<file path="src/rtl/mio_pkg.sv">
// Shared constants, FSM encoding and request header type for the MIO crossbar.
package mio_pkg;

    localparam int unsigned ADDR_W   = 32;
    localparam int unsigned SADDR_W  = 28;
    localparam int unsigned REGION_W = 4;
    localparam int unsigned N_REGION = 16;
    localparam int unsigned MAP_W    = N_REGION * REGION_W;
    localparam int unsigned CNT_W    = 16;

    localparam logic [REGION_W-1:0] SLV_UNMAPPED       = 4'hF;
    localparam logic [MAP_W-1:0]    DEFAULT_REGION_MAP = 64'hFEDC_BA98_7654_3210;

    typedef enum logic [1:0] {
        ST_IDLE   = 2'd0,
        ST_ACCESS = 2'd1,
        ST_RESP   = 2'd2
    } state_e;

    typedef struct packed {
        logic               we;
        logic [SADDR_W-1:0] addr;
    } req_hdr_t;

    // Slave index stored in the map nibble for a given 256 MB region.
    function automatic logic [REGION_W-1:0] region_field(
        input logic [MAP_W-1:0]    map,
        input logic [REGION_W-1:0] region
    );
        return map[{region, 2'b00} +: REGION_W];
    endfunction

endpackage

</file>
<file path="src/rtl/mio_xbar_if.sv">
// CPU-side and slave-side bus of the MIO crossbar; master = environment, slave = crossbar.
interface mio_xbar_if
    import mio_pkg::*;
#(
    parameter int unsigned N_SLV = 8,
    parameter int unsigned DW    = 32
);
    localparam int unsigned BW = DW / 8;

    logic                cpu_req;
    logic                cpu_we;
    logic [ADDR_W-1:0]   cpu_addr;
    logic [DW-1:0]       cpu_wdata;
    logic [BW-1:0]       cpu_be;
    logic                cpu_ready;
    logic                cpu_done;
    logic [DW-1:0]       cpu_rdata;
    logic                cpu_err;

    logic [N_SLV-1:0]    s_req;
    logic                s_we;
    logic [SADDR_W-1:0]  s_addr;
    logic [DW-1:0]       s_wdata;
    logic [BW-1:0]       s_be;
    logic [N_SLV-1:0]    s_ack;
    logic [N_SLV*DW-1:0] s_rdata;

    modport master (
        output cpu_req, cpu_we, cpu_addr, cpu_wdata, cpu_be, s_ack, s_rdata,
        input  cpu_ready, cpu_done, cpu_rdata, cpu_err, s_req, s_we, s_addr, s_wdata, s_be
    );

    modport slave (
        input  cpu_req, cpu_we, cpu_addr, cpu_wdata, cpu_be, s_ack, s_rdata,
        output cpu_ready, cpu_done, cpu_rdata, cpu_err, s_req, s_we, s_addr, s_wdata, s_be
    );

endinterface

</file>
<file path="src/rtl/mio_decode.sv">
// Combinational region decoder: addr[31:28] -> {hit, slave index} via REGION_MAP.
module mio_decode
    import mio_pkg::*;
#(
    parameter int unsigned      N_SLV      = 8,
    parameter logic [MAP_W-1:0] REGION_MAP = DEFAULT_REGION_MAP
) (
    input  logic [REGION_W-1:0] region,
    output logic                hit_c,
    output logic [REGION_W-1:0] idx_c
);

    logic [REGION_W-1:0] field_c;

    always_comb begin
        field_c = region_field(REGION_MAP, region);
        hit_c   = (32'(field_c) < N_SLV);
        idx_c   = hit_c ? field_c : SLV_UNMAPPED;
    end

endmodule

</file>
<file path="src/rtl/mio_xbar.sv">
// Single-outstanding CPU-to-N-slave crossbar with region decode.
// Optional ACCESS watchdog enabled by defining MIO_XBAR_TIMEOUT_EN.
module mio_xbar
    import mio_pkg::*;
#(
    parameter int unsigned      N_SLV      = 8,
    parameter int unsigned      DW         = 32,
    parameter logic [MAP_W-1:0] REGION_MAP = DEFAULT_REGION_MAP,
    parameter int unsigned      TIMEOUT    = 255
) (
    input  logic     clk,
    input  logic     rst_n,
    mio_xbar_if.slave bus
);

    localparam int unsigned BW = DW / 8;

    if (N_SLV < 2 || N_SLV > 15) begin : g_bad_n_slv
        $error("mio_xbar: N_SLV must be in 2..15");
    end
    if (DW == 0 || (DW % 8) != 0) begin : g_bad_dw
        $error("mio_xbar: DW must be a non-zero multiple of 8");
    end
    if (TIMEOUT < 1 || TIMEOUT > 65535) begin : g_bad_timeout
        $error("mio_xbar: TIMEOUT must be in 1..65535");
    end

    state_e              state;
    req_hdr_t            hdr_q;
    logic [DW-1:0]       wdata_q;
    logic [BW-1:0]       be_q;
    logic [N_SLV-1:0]    s_req_q;
    logic                done_q;
    logic                err_q;
    logic [DW-1:0]       rdata_q;

    logic                dec_hit_c;
    logic [REGION_W-1:0] dec_idx_c;
    logic [N_SLV-1:0]    dec_onehot_c;
    logic                ack_c;
    logic [DW-1:0]       sel_rdata_c;

`ifdef MIO_XBAR_TIMEOUT_EN
    localparam logic [CNT_W-1:0] CNT_LAST = CNT_W'(TIMEOUT - 1);
    logic [CNT_W-1:0] cnt_q;
`endif

    mio_decode #(
        .N_SLV      (N_SLV),
        .REGION_MAP (REGION_MAP)
    ) u_decode (
        .region (bus.cpu_addr[ADDR_W-1 -: REGION_W]),
        .hit_c  (dec_hit_c),
        .idx_c  (dec_idx_c)
    );

    // Acks and read data are qualified by the held one-hot request, so other slaves are ignored.
    always_comb begin
        dec_onehot_c = '0;
        sel_rdata_c  = '0;
        for (int i = 0; i < N_SLV; i++) begin
            dec_onehot_c[i] = dec_hit_c && (dec_idx_c == REGION_W'(i));
            if (s_req_q[i]) begin
                sel_rdata_c = bus.s_rdata[i*DW +: DW];
            end
        end
        ack_c = |(bus.s_ack & s_req_q);
    end

    assign bus.cpu_ready = (state == ST_IDLE) && bus.cpu_req;
    assign bus.cpu_done  = done_q;
    assign bus.cpu_err   = err_q;
    assign bus.cpu_rdata = rdata_q;
    assign bus.s_req     = s_req_q;
    assign bus.s_we      = hdr_q.we;
    assign bus.s_addr    = hdr_q.addr;
    assign bus.s_wdata   = wdata_q;
    assign bus.s_be      = be_q;

    // RESP entered with done low (unmapped path) spends one extra cycle so both paths give accept-to-done = 2.
    always_ff @(posedge clk or negedge rst_n) begin
        if (!rst_n) begin
            state   <= ST_IDLE;
            hdr_q   <= '0;
            wdata_q <= '0;
            be_q    <= '0;
            s_req_q <= '0;
            done_q  <= 1'b0;
            err_q   <= 1'b0;
            rdata_q <= '0;
`ifdef MIO_XBAR_TIMEOUT_EN
            cnt_q   <= '0;
`endif
        end else begin
            done_q <= 1'b0;
            case (state)
                ST_IDLE: begin
                    if (bus.cpu_req) begin
                        hdr_q.we   <= bus.cpu_we;
                        hdr_q.addr <= bus.cpu_addr[SADDR_W-1:0];
                        wdata_q    <= bus.cpu_wdata;
                        be_q       <= bus.cpu_be;
                        s_req_q    <= dec_onehot_c;
`ifdef MIO_XBAR_TIMEOUT_EN
                        cnt_q      <= '0;
`endif
                        state      <= dec_hit_c ? ST_ACCESS : ST_RESP;
                    end
                end
                ST_ACCESS: begin
                    if (ack_c) begin
                        s_req_q <= '0;
                        done_q  <= 1'b1;
                        err_q   <= 1'b0;
                        rdata_q <= hdr_q.we ? '0 : sel_rdata_c;
                        state   <= ST_RESP;
                    end
`ifdef MIO_XBAR_TIMEOUT_EN
                    else if (cnt_q == CNT_LAST) begin
                        s_req_q <= '0;
                        done_q  <= 1'b1;
                        err_q   <= 1'b1;
                        rdata_q <= '0;
                        state   <= ST_RESP;
                    end else begin
                        cnt_q <= cnt_q + CNT_W'(1);
                    end
`endif
                end
                ST_RESP: begin
                    if (!done_q) begin
                        done_q  <= 1'b1;
                        err_q   <= 1'b1;
                        rdata_q <= '0;
                    end else begin
                        state <= ST_IDLE;
                    end
                end
                default: begin
                    state <= ST_IDLE;
                end
            endcase
        end
    end

endmodule
</file>
<file path="src/flat_wrapper.sv">
// flat-port wrapper written by rule: the top's interface ports become plain ports
module mio_xbar_flat import mio_pkg::*;
#(
    parameter int unsigned      N_SLV      = 8,
    parameter int unsigned      DW         = 32,
    parameter logic [MAP_W-1:0] REGION_MAP = DEFAULT_REGION_MAP,
    parameter int unsigned      TIMEOUT    = 255
)
  (clk, rst_n, bus_cpu_req, bus_cpu_we, bus_cpu_addr, bus_cpu_wdata, bus_cpu_be, bus_s_ack, bus_s_rdata, bus_cpu_ready, bus_cpu_done, bus_cpu_rdata, bus_cpu_err, bus_s_req, bus_s_we, bus_s_addr, bus_s_wdata, bus_s_be);
  mio_xbar_if #(.N_SLV(N_SLV), .DW(DW)) bus_i ();
  input  logic clk;
  input  logic rst_n;
  input wire logic [$bits(bus_i.cpu_req)-1:0] bus_cpu_req;
  input wire logic [$bits(bus_i.cpu_we)-1:0] bus_cpu_we;
  input wire logic [$bits(bus_i.cpu_addr)-1:0] bus_cpu_addr;
  input wire logic [$bits(bus_i.cpu_wdata)-1:0] bus_cpu_wdata;
  input wire logic [$bits(bus_i.cpu_be)-1:0] bus_cpu_be;
  input wire logic [$bits(bus_i.s_ack)-1:0] bus_s_ack;
  input wire logic [$bits(bus_i.s_rdata)-1:0] bus_s_rdata;
  output wire logic [$bits(bus_i.cpu_ready)-1:0] bus_cpu_ready;
  output wire logic [$bits(bus_i.cpu_done)-1:0] bus_cpu_done;
  output wire logic [$bits(bus_i.cpu_rdata)-1:0] bus_cpu_rdata;
  output wire logic [$bits(bus_i.cpu_err)-1:0] bus_cpu_err;
  output wire logic [$bits(bus_i.s_req)-1:0] bus_s_req;
  output wire logic [$bits(bus_i.s_we)-1:0] bus_s_we;
  output wire logic [$bits(bus_i.s_addr)-1:0] bus_s_addr;
  output wire logic [$bits(bus_i.s_wdata)-1:0] bus_s_wdata;
  output wire logic [$bits(bus_i.s_be)-1:0] bus_s_be;
  assign bus_i.cpu_req = bus_cpu_req;
  assign bus_i.cpu_we = bus_cpu_we;
  assign bus_i.cpu_addr = bus_cpu_addr;
  assign bus_i.cpu_wdata = bus_cpu_wdata;
  assign bus_i.cpu_be = bus_cpu_be;
  assign bus_i.s_ack = bus_s_ack;
  assign bus_i.s_rdata = bus_s_rdata;
  assign bus_cpu_ready = bus_i.cpu_ready;
  assign bus_cpu_done = bus_i.cpu_done;
  assign bus_cpu_rdata = bus_i.cpu_rdata;
  assign bus_cpu_err = bus_i.cpu_err;
  assign bus_s_req = bus_i.s_req;
  assign bus_s_we = bus_i.s_we;
  assign bus_s_addr = bus_i.s_addr;
  assign bus_s_wdata = bus_i.s_wdata;
  assign bus_s_be = bus_i.s_be;
  mio_xbar #(.N_SLV(N_SLV), .DW(DW), .REGION_MAP(REGION_MAP), .TIMEOUT(TIMEOUT)) u_core (.clk(clk), .rst_n(rst_n), .bus(bus_i));
endmodule
</file>
<file path="config.mk">
export PLATFORM = sky130hd
export DESIGN_NAME = mio_xbar_flat
export DESIGN_NICKNAME = d
export VERILOG_FILES = /design/src/rtl/mio_pkg.sv /design/src/rtl/mio_xbar_if.sv /design/src/rtl/mio_decode.sv /design/src/rtl/mio_xbar.sv /design/src/flat_wrapper.sv
export SDC_FILE = /design/constraint.sdc
export NUM_CORES = 1
export LEC_CHECK = 0
export ABC_AREA = 0
export CAP_MARGIN = 20
export CORE_AREA = 2 2 173 175
export DETAILED_ROUTE_END_ITERATION = 8
export DIE_AREA = 0 0 175 177
export GPL_TIMING_DRIVEN = 0
export HOLD_SLACK_MARGIN = 0.08
export SLEW_MARGIN = 20
export SYNTH_ARGS = -nofsm -noshare
export SYNTH_HDL_FRONTEND = slang
export SYNTH_HIERARCHICAL = 1
export SYNTH_SLANG_ARGS = --single-unit
</file>
<file path="constraint.sdc">
create_clock -name clk -period 2.2 [get_ports clk]
set_input_delay 0.22 -clock clk [delete_from_list [all_inputs] [get_ports clk]]
set_output_delay 0.22 -clock clk [all_outputs]
set_load 0.1 [all_outputs]
</file>
# Word level (Yosys, flattened, before mapping)
# Index checks and enable logic that the tools add are counted.
# word_totals
rom_bits	0
memories	0
elab_cells	70
register_bits	109
mem_bits_rw	0
latchBits	0
# op_classes
reduce_logical	18
n_shift	1
n_div	0
mul	0
n_addsub	0
eq_ne	13
n_lt_le_gt_ge	1
bitwise_logic	1
mux	27
# ops
op	n
32-bit two-way mux	11
32-bit one-hot mux with 2 select lines	1
64-bit by 7-bit indexed part select with 4-bit output, first input constant	1
4-bit by 3-bit equality test with 1-bit output, second input constant	4
8-bit two-way mux	2
8-bit one-hot mux with 2 select lines	1
1-bit logical AND	9
3-bit AND reduction	3
8-bit bitwise AND	1
4-bit by 2-bit equality test with 1-bit output, second input constant	2
2-bit two-way mux	4
8-bit OR reduction	1
2-bit one-hot mux with 3 select lines	1
4-bit by 1-bit equality test with 1-bit output, second input constant	1
4-bit zero test	1
4-bit < comparator, second input constant	1
1-bit two-way mux	4
4-bit two-way mux	1
2-bit by 1-bit inequality test with 1-bit output, second input constant	2
2-bit inequality test, second input constant	2
1-bit one-hot mux with 2 select lines	2
2-bit nonzero test	2
2-bit by 1-bit equality test with 1-bit output, second input constant	1
2-bit equality test, second input constant	1
other kinds (2)	2

# Logic depth before layout (Yosys ltp)
# Gate-level depths: netlist of run 1.
# logic_depth
ltp_word	11
depth_mapped	9

# Hierarchy
# The synthesis of run 1 kept the hierarchy.
# modules_own_cells
mod	cells_each	instances	area_per_inst_um2
mio_xbar	721	1	7178.1
mio_decode	5	1	30.0

# Worst setup path before layout of run 1
# OpenSTA, ideal clock, no wires.
# synth_path
kind	register -> register
start	register u_core.s_req_q[5], in the netlist u_core/bus.s_req[5]
end	register u_core.s_req_q[0], in the netlist u_core/bus.s_req[0]
slack_ps	-109
setup_ps	127
path_stages_with_launch	6
arrival_time_ps	2182
required_time_ps	2073
n_path_buf	1
path_cell_list	dfrtp_1 buf_2 a22o_1 nor4_4 a21oi_4 mux2_4
# synth_via
elab_chain_cells	4
# synth_lines
item	line_no	source
start: declaration	mio_xbar.sv:32	logic [N_SLV-1:0] s_req_q;
start signal: assignment	mio_xbar.sv:103	s_req_q <= dec_onehot_c;
8-bit bitwise AND	mio_xbar.sv:67	ack_c = |(bus.s_ack & s_req_q);
8-bit OR reduction	mio_xbar.sv:67	
2-bit by 1-bit inequality test with 1-bit output (no source line)	-	
3-bit AND reduction (no source line)	-	
# Every way passes these cells.
# A chain may end at the register's enable or synchronous reset.

# Worst setup path after layout of run 1
# layout_path
start	register u_core.wdata_q[6], in the netlist u_core/bus.s_wdata[6]
end	output port bus_s_wdata[6]
# layout_rtl
item	line_no	source
start: declaration	mio_xbar.sv:30	logic [DW-1:0] wdata_q;
start signal: assignment	mio_xbar.sv:101	wdata_q <= bus.cpu_wdata;
end: declaration	flat_wrapper.sv:27	output wire logic [$bits(bus_i.s_wdata)-1:0] bus_s_wdata;
# No word-level cell between the ends.

==> results.json, run 1 <==
{
  "static_power_due_to_leakage_uw": 0.00471,
  "fin_tns_setup_ns": 0,
  "critical_path_buf_inv_count": 1,
  "synthesis.yosys.warnings": 6,
  "cts_tree": "built",
  "timing_hold_violations_final": 0,
  "critical_path_cell_sequence": "clkdlybuf4s50_1",
  "place.detailed.hpwl_mm": 27.9,
  "initial_core_util_pct": 24.6,
  "setup-violations-final": 0,
  "timing.critical_path.max_delay_family": "buffers and inverters",
  "die_area_mm2": 0.0310,
  "firstDrtPassIters": 5,
  "finalNetCount": 1524,
  "cp.arrival_ns": 1.93,
  "status": "finished, final reports clean",
  "peakVddDrop_uv": 639,
  "route.detailed.drc": 0,
  "via_count": 7634,
  "clk_transition_reported_paths_ns": 0.09,
  "globalRouteOverflowTotal": 0,
  "finalWirelength_mm": 35.1,
  "placeableCoreArea_mm2": 0.0292,
  "worst_hold_path_class": "in2async",
  "clk-insertion-delay-late_ns": 0.36,
  "finalMaxSlewViolations": 0,
  "cp_data_required_time_ns": 1.98,
  "synthesized_area_divided_by_synthesized_cell_count_um2": 9.93,
  "die_y_um": 177,
  "grt_max_degree": 58,
  "numClockSinks": 109,
  "layout.cells.most_common": "sky130_fd_sc_hd__clkdlybuf4s50_1",
  "ffs_w_async_s_r_synth_pct": 100,
  "synth_ff_type": "sky130_fd_sc_hd__dfrtp_1",
  "rsz0062_at_grt": "true",
  "finalWorstPathRequiredPeriod_ns": 2.15,
  "ys_ff_latch": 109,
  "grt_antenna_before_repair": 2,
  "fin_cells": 1581,
  "finalCritPeriodShare_pct": 97.8,
  "utilization_pct": 43.2,
  "seq_area_frac_synth_pct": 37.8,
  "grt_pass1_wl_mm": 50.2,
  "edff_count_synth": 0,
  "power_density_mw_per_mm2": 1270,
  "flow.area_growth_from_synthesis_pct": 75.2,
  "cp_max_fo": 2,
  "timing_worst_slew_pin_value_ns": 1.08,
  "io-pin-count": 444,
  "detail_route.iter0.violations": 399,
  "synthesis.nets": 1065,
  "place_inst": 1560,
  "post_synth_instance_area_mm2": 0.00721,
  "total_power_uw": 16100,
  "fmax_mhz": 465,
  "yosysUniqueCellTypes": 38,
  "timing.critical_path.slowest_cell_delay_ns": 1.17,
  "criticalPathCategory": "reg2out",
  "drive_gt1_share_pct": 15.5,
  "root_buffer": "sky130_fd_sc_hd__clkbuf_16",
  "grtUsageTotal_pct": 21.8,
  "port-buffer-count": 443,
  "startpoint_types": "flip-flop",
  "crit_slowest_cell": "sky130_fd_sc_hd__clkdlybuf4s50_1",
  "place_congestion": 0.923,
  "placement_rows": 63,
  "die-width_um": 175,
  "ant_nets": 0,
  "worstSetupEndpointType": "output port",
  "cts.path.max_buffers": 2,
  "layout_common_cells": "434 x sky130_fd_sc_hd__clkdlybuf4s50_1, 103 x sky130_fd_sc_hd__dfrtp_1, 68 x sky130_fd_sc_hd__nand2b_1",
  "detail_route.wl_per_cell_um": 22.2,
  "maxCapViolations": 0,
  "grt_pass1_vias": 8067,
  "r2r_slack_ns": 0.06,
  "detail_route.vias_per_cell": 4.83,
  "cts_buffers": 9,
  "finClkSkew_ns": 0.0192,
  "synth_cells": 726,
  "max-slew-margin-rel_pct": 28.2,
  "htreeDepth": 3
}
-- routing by layer --
layer	global-route usage, %	part of all wire (%)	vias up
met5	0	0	-
met4	5.10	1.6	0
met3	4.90	6.6	38
met2	39.5	50	333
met1	26.3	42	3657
li1	-	-	3606
-- report_power, final --
| part | internal (uW) | switching [uW] | total, uW |
|---|---|---|---|
| Combinational | 3360 | 7880 | 11200 |
| Clock | 832 | 931 | 1760 |
| Sequential | 2690 | 364 | 3060 |
| Total | 6880 | 9180 | 16100 |
-- per-stage QoR --
stage	instance area [um2]	setup slack, ns	hold slack, ns
2_1_floorplan	7220	0.0400	-0.0756
3_3_place_gp	12100	-4.17	0.462
3_5_place_dp	12200	-0.913	0.256
4_1_cts	12600	0.00679	0.429
5_1_grt	12600	-0.0387	0.451
6_report	12600	0.0477	0.420
-- cell usage after synthesis, types with 2 or more instances --
master | instances | area share [%]
sky130_fd_sc_hd__o2111ai_1 | 32 | 3.9
sky130_fd_sc_hd__nor2_1 | 9 | 0.47
sky130_fd_sc_hd__o2bb2ai_2 | 30 | 6.2
sky130_fd_sc_hd__buf_1 | 6 | 0.31
sky130_fd_sc_hd__ha_1 | 3 | 0.52
sky130_fd_sc_hd__nand3b_1 | 33 | 3.4
sky130_fd_sc_hd__a22o_1 | 3 | 0.36
sky130_fd_sc_hd__buf_4 | 7 | 0.73
sky130_fd_sc_hd__mux2_2 | 65 | 10
sky130_fd_sc_hd__nor2b_1 | 34 | 3.0
sky130_fd_sc_hd__o211ai_1 | 32 | 3.3
sky130_fd_sc_hd__nand2_1 | 66 | 3.4
sky130_fd_sc_hd__buf_2 | 8 | 0.56
sky130_fd_sc_hd__nand2b_1 | 68 | 5.9
sky130_fd_sc_hd__a21oi_1 | 36 | 2.5
sky130_fd_sc_hd__or2_1 | 3 | 0.26
sky130_fd_sc_hd__mux2_4 | 8 | 1.7
sky130_fd_sc_hd__clkbuf_1 | 49 | 2.6
sky130_fd_sc_hd__inv_1 | 5 | 0.26
sky130_fd_sc_hd__o2bb2ai_1 | 2 | 0.24
sky130_fd_sc_hd__a21o_1 | 33 | 3.4
sky130_fd_sc_hd__o21ai_0 | 2 | 0.14
sky130_fd_sc_hd__buf_6 | 4 | 0.62
sky130_fd_sc_hd__dfrtp_1 | 109 | 38
sky130_fd_sc_hd__nor3_1 | 34 | 2.4
sky130_fd_sc_hd__a221oi_1 | 32 | 3.9
sky130_fd_sc_hd__and2_1 | 2 | 0.17
-- final cells by class --
cell class / count / area, um2
clock buffer: 9 / 225
buffer: 74 / 405
inverter: 5 / 18.8
tap: 390 / 488
timing repair buffer: 448 / 4500
clock inverter: 7 / 93.8
antenna: 1 / 2.50
sequential: 109 / 2740
fill: 2840 / 16600
multi-input combinational: 538 / 4160
-- cell families after synthesis --
| group | Yosys count | synth area share [%] |
|---|---|---|
| AOI/OAI and AO/OA | 209 | 25.3 |
| adders and majority gates | 3 | 0.521 |
| buffers and inverters | 79 | 5.03 |
| DFF | 109 | 37.8 |
| muxes | 73 | 11.8 |
| and+or+nand+nor | 253 | 19.5 |
-- path summary, 6_finish.rpt --
check / start / endpoint / cells past startpoint
max in group asynchronous: rst_n / u_core/bus.s_wdata[5]$_DFFE_PN0P_ / 3
worst max register to register: u_core/bus.s_req[3]$_DFFE_PN0P_ / u_core/bus.cpu_rdata[7]$_DFFE_PN0P_ / 6
worst min-delay path: rst_n / u_core/bus.s_wdata[30]$_DFFE_PN0P_ / 2
worst min register to register: u_core/bus.cpu_err$_DFFE_PN0P_ / u_core/bus.cpu_err$_DFFE_PN0P_ / 1
min in group clk: bus_cpu_wdata[15] / u_core/bus.s_wdata[15]$_DFFE_PN0P_ / 2
worst max-delay path: u_core/bus.s_wdata[6]$_DFFE_PN0P_ / bus_s_wdata[6] / 1
-- sequential cells by signal (all words and copies together), names as in the netlist --
name / count
u_core/state: 2
u_core/bus.s_we: 1
u_core/bus.s_req: 8
u_core/bus.s_be: 4
u_core/bus.cpu_done: 1
u_core/bus.cpu_err: 1
u_core/bus.cpu_rdata: 32
u_core/bus.s_wdata: 32
u_core/bus.s_addr: 28
-- timing repair --
action | in CTS | in global routing
hold endpoints to repair | 56 | 0
setup buffers | 1 | 2
hold buffers | 1 | 0
endpoints found under the setup margin | 41 | 24
resized for setup | 39 | 25
pin swaps | 1 | 2
Note: power is estimated with default switching activity, not from simulation.
==> run 2: changes to the inputs <==
--- a/config.mk
+++ b/config.mk
@@ -7,13 +7,12 @@
 export LEC_CHECK = 0
 export ABC_AREA = 0
 export CAP_MARGIN = 20
-export CORE_AREA = 2 2 173 175
+export CORE_AREA = 2 2 171 173
 export DETAILED_ROUTE_END_ITERATION = 8
-export DIE_AREA = 0 0 175 177
+export DIE_AREA = 0 0 173 175
 export GPL_TIMING_DRIVEN = 0
 export HOLD_SLACK_MARGIN = 0.08
 export SLEW_MARGIN = 20
 export SYNTH_ARGS = -nofsm -noshare
 export SYNTH_HDL_FRONTEND = slang
-export SYNTH_HIERARCHICAL = 1
 export SYNTH_SLANG_ARGS = --single-unit
==> run 2 against run 1 <==
Effect of this change:
- die area is 2.3% lower
- non-clock buffer count shrank 11
- critical path depth stayed put
- clock power is essentially flat
- largest power group unchanged
- combinational power rose by 13%
- first-iteration DRC count up 12%
- cell area fell by 8.8%
- wire length down 2.3%
- utilization is 2.6 points lower
- sequential share of layout area up 2.1 points
==> results.json, run 2 <==
{
  "p_seq_share_pct": 18.3,
  "timing_hold_violations_final": 0,
  "max-slew-margin-rel_pct": 27.7,
  "critical_path_buf_inv_count": 1,
  "yosys.area.top_type": "sky130_fd_sc_hd__dfrtp_1",
  "place.detailed.hpwl_mm": 26.8,
  "detail_route.vias_per_cell": 4.97,
  "die_y_um": 175,
  "fmax_mhz": 461,
  "finalWirelength_mm": 34.3,
  "final_cell_area_mm2": 0.0115,
  "utilization_pct": 40.6,
  "numClockSinks": 109,
  "status": "finished, final reports clean",
  "placement_rows": 62,
  "post-synth-top-area-fraction_pct": 44.7,
  "ys_ff_latch": 109,
  "setup-violations-final": 0,
  "share_comb_of_total_power_pct": 71.7,
  "grtUsageTotal_pct": 21.9,
  "synth_cells": 623,
  "finalNetCount": 1423,
  "seq_area_frac_synth_pct": 44.7,
  "grt_pass1_vias": 7503,
  "rsz0062_at_grt": "false",
  "synthesis.yosys.warnings": 0,
  "grt_antenna_before_repair": 2,
  "via_count": 7330,
  "port-buffer-count": 443,
  "grt_pass1_wl_mm": 49.4,
  "synth.most_common_cell": "sky130_fd_sc_hd__dfrtp_1",
  "finalWorstPathRequiredPeriod_ns": 2.17,
  "detail_route.iter0.violations": 445,
  "grt_max_degree": 76,
  "ffs_w_async_s_r_synth_pct": 100,
  "layout.cells.most_common": "sky130_fd_sc_hd__clkdlybuf4s50_1",
  "placeableCoreArea_mm2": 0.0284,
  "final_critical_path_setup_slack_ns": 0.0326,
  "place_congestion": 0.905,
  "power_switching_uw": 10200,
  "post-place-ws_ns": -0.739,
  "peakVddDrop_uv": 811,
  "yosysUniqueCellTypes": 34,
  "synth.top_cells.by_count": "109 x sky130_fd_sc_hd__dfrtp_1, 72 x sky130_fd_sc_hd__mux2_2, 71 x sky130_fd_sc_hd__nand2_1",
  "static_power_due_to_leakage_uw": 0.00438,
  "fraction_of_power_spent_switching_nets_pct": 58.5,
  "timing_worst_slew_pin_value_ns": 1.08,
  "criticalPathCategory": "reg2out",
  "finalCritPeriodShare_pct": 98.5,
  "clock_power_share_pct": 10.0,
  "finClkSkew_ns": 0.0149,
  "die_area_mm2": 0.0303,
  "worstSetupEndpointType": "output port",
  "startpoint_types": "flip-flop",
  "finalMaxSlewViolations": 0,
  "cell_internal_pwr_uw": 7280,
  "layout_common_cells": "430 x sky130_fd_sc_hd__clkdlybuf4s50_1, 107 x sky130_fd_sc_hd__dfrtp_1, 72 x sky130_fd_sc_hd__mux2_2",
  "timing.critical_path.max_delay_family": "buffers and inverters",
  "post_placement_cell_area_mm2": 0.0110,
  "drive_gt1_share_pct": 14.1,
  "timing.critical_path.slowest_cell_delay_ns": 1.18,
  "r2r_slack_ns": 0.06,
  "cts.path.max_buffers": 2,
  "cts_buffers": 9,
  "route.detailed.drc": 0,
  "synthesis.nets": 962,
  "edff_count_synth": 0,
  "globalRouteOverflowTotal": 0,
  "maxCapViolations": 0,
  "crit_slowest_cell": "sky130_fd_sc_hd__clkdlybuf4s50_1",
  "io-pin-count": 444,
  "fin_tns_setup_ns": 0,
  "worst_hold_path_class": "in2async",
  "htreeDepth": 3,
  "power_density_mw_per_mm2": 1520,
  "synthesized_area_divided_by_synthesized_cell_count_um2": 9.79,
  "die-width_um": 173,
  "flow.area_growth_from_synthesis_pct": 88.8,
  "firstDrtPassIters": 5,
  "ys_top_cells_by_area": "sky130_fd_sc_hd__dfrtp_1 45%, sky130_fd_sc_hd__mux2_2 13%, sky130_fd_sc_hd__a221oi_1 8.9%",
  "ant_nets": 0,
  "post_synth_instance_area_mm2": 0.00610,
  "initial_core_util_pct": 21.5,
  "hold_ws_ns": 0.316,
  "critical_path_cell_sequence": "clkdlybuf4s50_1",
  "cp_data_required_time_ns": 1.98,
  "cp.arrival_ns": 1.95,
  "clk_transition_reported_paths_ns": 0.09,
  "clk-insertion-delay-late_ns": 0.36,
  "detail_route.wl_per_cell_um": 23.3,
  "cp_max_fo": 2,
  "synth_ff_type": "sky130_fd_sc_hd__dfrtp_1",
  "cts_tree": "built",
  "root_buffer": "sky130_fd_sc_hd__clkbuf_16"
}
==> run 2: cell types whose count changed after synthesis, moves of 33 or more <==
cell,previous run,this run
sky130_fd_sc_hd__nand2b_1,68,3
sky130_fd_sc_hd__a21o_1,33,0
sky130_fd_sc_hd__o21ai_0,2,61
sky130_fd_sc_hd__nand3b_1,33,0
sky130_fd_sc_hd__o22ai_1,0,64
==> run 2: worst paths after layout <==
path | from | to | cells after the start
worst max-delay path | u_core.bus.cpu_rdata[7]$_DFFE_PN0P_ | bus_cpu_rdata[7] | 1
worst min-delay path | rst_n | u_core.bus.cpu_rdata[28]$_DFFE_PN0P_ | 2
worst max register to register | u_core.bus.s_req[1]$_DFFE_PN0P_ | u_core.bus.cpu_rdata[6]$_DFFE_PN0P_ | 6
worst min register to register | u_core.bus.cpu_rdata[16]$_DFFE_PN0P_ | u_core.bus.cpu_rdata[16]$_DFFE_PN0P_ | 2
max in group asynchronous | rst_n | u_core.bus.s_wdata[3]$_DFFE_PN0P_ | 3
min in group clk | bus_cpu_wdata[26] | u_core.bus.s_wdata[26]$_DFFE_PN0P_ | 2
==> run 2: metal layers <==
layer / part of all wire (%) / global-route usage (%) / vias to the layer above
li1: - / - / 3339
met1: 40 / 26.2 / 3515
met2: 49 / 38.7 / 420
met3: 8.4 / 6.07 / 54
met4: 2.2 / 5.47 / 2
met5: 0.038 / 0 / -
==> run 2: cell families after synthesis <==
kind of cell             after synthesis  synth area share [%]
multiplexers                          74                  13.6
AO/OA/AOI/OAI                        238                  26.8
flip-flops                           109                  44.7
AND/OR/NAND/NOR                      130                  9.38
adder cells (fa/ha/maj)                3                 0.616
buffers and inverters                 69                  4.84
==> run 2: repair_timing <==
| item | CTS | global route |
|---|---|---|
| gates cloned | 1 | 0 |
| pin swaps | 1 | 2 |
| hold endpoints to repair | 34 | 0 |
| setup buffers | 0 | 4 |
| setup endpoints to repair | 40 | 42 |
| gates resized for setup | 29 | 37 |
| hold buffers | 1 | 0 |
==> run 2: per-stage QoR <==
stage,total power (uW),cells
after floorplan,11900,623
after global placement,15600,1450
after detailed placement,15700,1451
after CTS,17500,1469
after global routing,18300,1474
final,17500,1474
==> run 2: power groups by stage <==
| stage | sequential [uW] | clock (uW) | combinational (uW) |
|---|---|---|---|
| final | 3210 | 1740 | 12600 |
| after global routing | 3310 | 1870 | 13100 |
| after CTS | 3220 | 1810 | 12500 |
| after detailed placement | 3260 | 0 | 12400 |
| after global placement | 3230 | 0 | 12300 |
| after floorplan | 8640 | 0 | 3250 |
==> run 2: cell type report <==
cell class	count	area, um2
timing repair buffer	449	4520
clock inverter	6	62.6
multi-input combinational	446	3140
fill	2881	16900
inverter	7	30.0
clock buffer	10	239
tap	384	480
antenna	1	2.50
buffer	62	309
sequential	109	2730
==> run 3: changes to the inputs <==
--- a/config.mk
+++ b/config.mk
@@ -10,6 +10,7 @@
 export CORE_AREA = 2 2 171 173
 export DETAILED_ROUTE_END_ITERATION = 8
 export DIE_AREA = 0 0 173 175
+export DONT_BUFFER_PORTS = 1
 export GPL_TIMING_DRIVEN = 0
 export HOLD_SLACK_MARGIN = 0.08
 export SLEW_MARGIN = 20
==> run 3 against run 2 <==
Effect of this change:
- the flow now finishes with violations (hold timing)
- sequential cell count unchanged
- sequential power increased to 2.8 times the previous value
- clock-buffer cell count is the same
- register-to-register slack improved by 0.02 ns
- combinational power shrank 59%
- clock skew grew 0.00052 ns
- sequential share of layout area increased by 11 points
- fmax grew 2.1%
==> results.json, run 3 (synthesized netlist as in run 2, its figures left out) <==
{
  "drive_gt1_share_pct": 24.1,
  "layout.cells.most_common": "sky130_fd_sc_hd__dfrtp_1",
  "power_density_mw_per_mm2": 2010,
  "numClockSinks": 109,
  "multiInputGateArea_mm2": 0.00315,
  "worst_hold_path_class": "in2async",
  "grt_pass1_wl_mm": 45.1,
  "finalWirelength_mm": 32.8,
  "share_comb_of_total_power_pct": 32.3,
  "rsz0062_at_grt": "false",
  "power_switching_uw": 10000,
  "peakVddDrop_uv": 526,
  "worstSetupEndpointType": "flip-flop",
  "detail_route.iter0.violations": 433,
  "clock_power_share_pct": 11.0,
  "detail_route.vias_per_cell": 5.63,
  "static_power_due_to_leakage_uw": 0.00288,
  "cts_tree": "built",
  "finClkSkew_ns": 0.0154,
  "fin_cells": 1096,
  "grt_max_degree": 110,
  "startpoint_types": "flip-flop",
  "clk_transition_reported_paths_ns": 0.09,
  "cp_data_required_time_ns": 2.44,
  "initial_core_util_pct": 21.5,
  "rr_worst_depth": 6,
  "root_buffer": "sky130_fd_sc_hd__clkbuf_16",
  "r2r_slack_ns": 0.08,
  "finalMaxSlewViolations": 0,
  "total_power_uw": 15800,
  "setup-violations-final": 0,
  "cts_buffers": 9,
  "rr_startpoint": "u_core.bus.s_req[2]$_DFFE_PN0P_",
  "timing_worst_slew_pin_value_ns": 1.04,
  "die_area_mm2": 0.0303,
  "max-slew-margin-rel_pct": 30.7,
  "cell_internal_pwr_uw": 5760,
  "fillCellCount": 3015,
  "place.detailed.hpwl_mm": 24.9,
  "via_count": 6165,
  "place_inst": 1007,
  "htreeDepth": 3,
  "finalCritPeriodShare_pct": 96.5,
  "placement_rows": 62,
  "maxCapViolations": 0,
  "finalWorstPathRequiredPeriod_ns": 2.12,
  "place_congestion": 0.859,
  "placeableCoreArea_mm2": 0.0284,
  "globalRouteOverflowTotal": 0,
  "firstDrtPassIters": 8,
  "cts-hold-fix-buffers": 68,
  "io-pin-count": 444,
  "fin_tns_setup_ns": 0,
  "violations": "hold timing",
  "cp_max_fo": 10,
  "flow.area_growth_from_synthesis_pct": 28.8,
  "layout_common_cells": "99 x sky130_fd_sc_hd__dfrtp_1, 72 x sky130_fd_sc_hd__mux2_2, 69 x sky130_fd_sc_hd__nand2_1",
  "timing_hold_violations_final": 109,
  "grt_antenna_before_repair": 1,
  "port-buffer-count": 0,
  "criticalPathCategory": "reg2reg",
  "p_seq_share_pct": 56.6,
  "hold_ws_ns": -0.453,
  "worst_r2r_endpoint": "u_core.bus.cpu_rdata[31]$_DFFE_PN0P_",
  "status": "finished, violations left",
  "fraction_of_power_spent_switching_nets_pct": 63.5,
  "cp.arrival_ns": 2.37,
  "regArea_mm2": 0.00276,
  "route.detailed.drc": 0,
  "die_y_um": 175,
  "die-width_um": 173,
  "grt_pass1_vias": 6320,
  "clk-insertion-delay-late_ns": 0.36,
  "cts.path.max_buffers": 2,
  "grtUsageTotal_pct": 20.6,
  "ant_nets": 0,
  "finalNetCount": 1045,
  "fmax_mhz": 471,
  "detail_route.wl_per_cell_um": 29.9
}
[run 3: cell types whose count changed in the layout (fill, tap and decap cells not counted), sizes merged, moves of 2 or more]
cell	change
clkdlybuf4s50	-430
dlygate4sd3	+67
dlygate4sd2	-8
dlymetal6s2s	-3
clkbuf	-2
clkinvlp	+2
inv	-2
[run 3: cell type report]
cell class,instances,share of cell area (%)
Multi-Input combinational cell,445,40.1
Sequential cell,109,35.1
Timing Repair Buffer,74,9.56
Tap cell,384,6.12
Buffer,60,4.84
Clock buffer,10,2.92
Clock inverter,6,0.892
Inverter,7,0.382
Antenna cell,1,0.0319
[run 3: worst max-delay path, cell delays in order (launching register included)]
cell,delay (ns)
sky130_fd_sc_hd__dfrtp_4,0.64
sky130_fd_sc_hd__or2_2,0.45
sky130_fd_sc_hd__buf_2,0.24
sky130_fd_sc_hd__a221oi_1,0.40
sky130_fd_sc_hd__o31ai_1,0.11
sky130_fd_sc_hd__nand3_1,0.10
sky130_fd_sc_hd__o21ai_0,0.07
[run 3: per-layer routing]
| metal | share of wire, % | global-route usage (%) |
|---|---|---|
| met5 | 0.040 | 0 |
| met4 | 2.6 | 6.43 |
| met3 | 11 | 8.18 |
| met2 | 49 | 36.3 |
| met1 | 37 | 22.8 |
[run 3: worst max path at each step]
| stage | cells after the start | slack [ns] | endpoint | start |
|---|---|---|---|---|
| floorplan | 6 | 0.06 | u_core.bus.s_req[1]$_DFFE_PN0P_ | u_core.bus.s_req[0]$_DFFE_PN0P_ |
| global placement | 5 | -1.11 | u_core.bus.cpu_rdata[1]$_DFFE_PN0P_ | u_core.bus.s_req[4]$_DFFE_PN0P_ |
| detailed placement | 5 | -1.15 | u_core.bus.cpu_rdata[1]$_DFFE_PN0P_ | u_core.bus.s_req[4]$_DFFE_PN0P_ |
| CTS | 7 | 0.0001 | u_core.bus.cpu_rdata[4]$_DFFE_PN0P_ | u_core.bus.s_req[6]$_DFFE_PN0P_ |
| global route | 7 | 0.001 | u_core.bus.cpu_rdata[22]$_DFFE_PN0P_ | u_core.bus.s_req[6]$_DFFE_PN0P_ |
| finish | 6 | 0.08 | u_core.bus.cpu_rdata[31]$_DFFE_PN0P_ | u_core.bus.s_req[2]$_DFFE_PN0P_ |
[run 3: power groups by stage]
stage	clock network, uW	logic, uW	registers (uW)
final	1740	5110	8940
after CTS	1820	4980	8920
after global routing	1880	5540	9020
after global placement	0	4580	8900
after detailed placement	0	4640	8930
after floorplan	0	3250	8640
[run 3: stage by stage]
stage | area [um2] | setup WS, ns | utilization (%) | hold slack (ns)
final | 7850 | 0.0776 | 27.7 | -0.453
after global routing | 7850 | 0.00142 | 27.6 | -0.484
after CTS | 7750 | 0.000143 | 27.3 | -0.482
after detailed placement | 6580 | -1.15 | 23.2 | -0.0728
after global placement | 6580 | -1.11 | 23.2 | -0.0731
after floorplan | 6100 | 0.0582 | - | -0.0756
[run 3: repair_timing]
item | 4_1_cts | 5_1_grt
pin swaps | 3 | 0
resized for setup | 68 | 23
gates cloned | 0 | 0
buffers inserted | 3 | 3
endpoints found under the hold margin | 176 | 109
setup endpoints to repair | 49 | 31
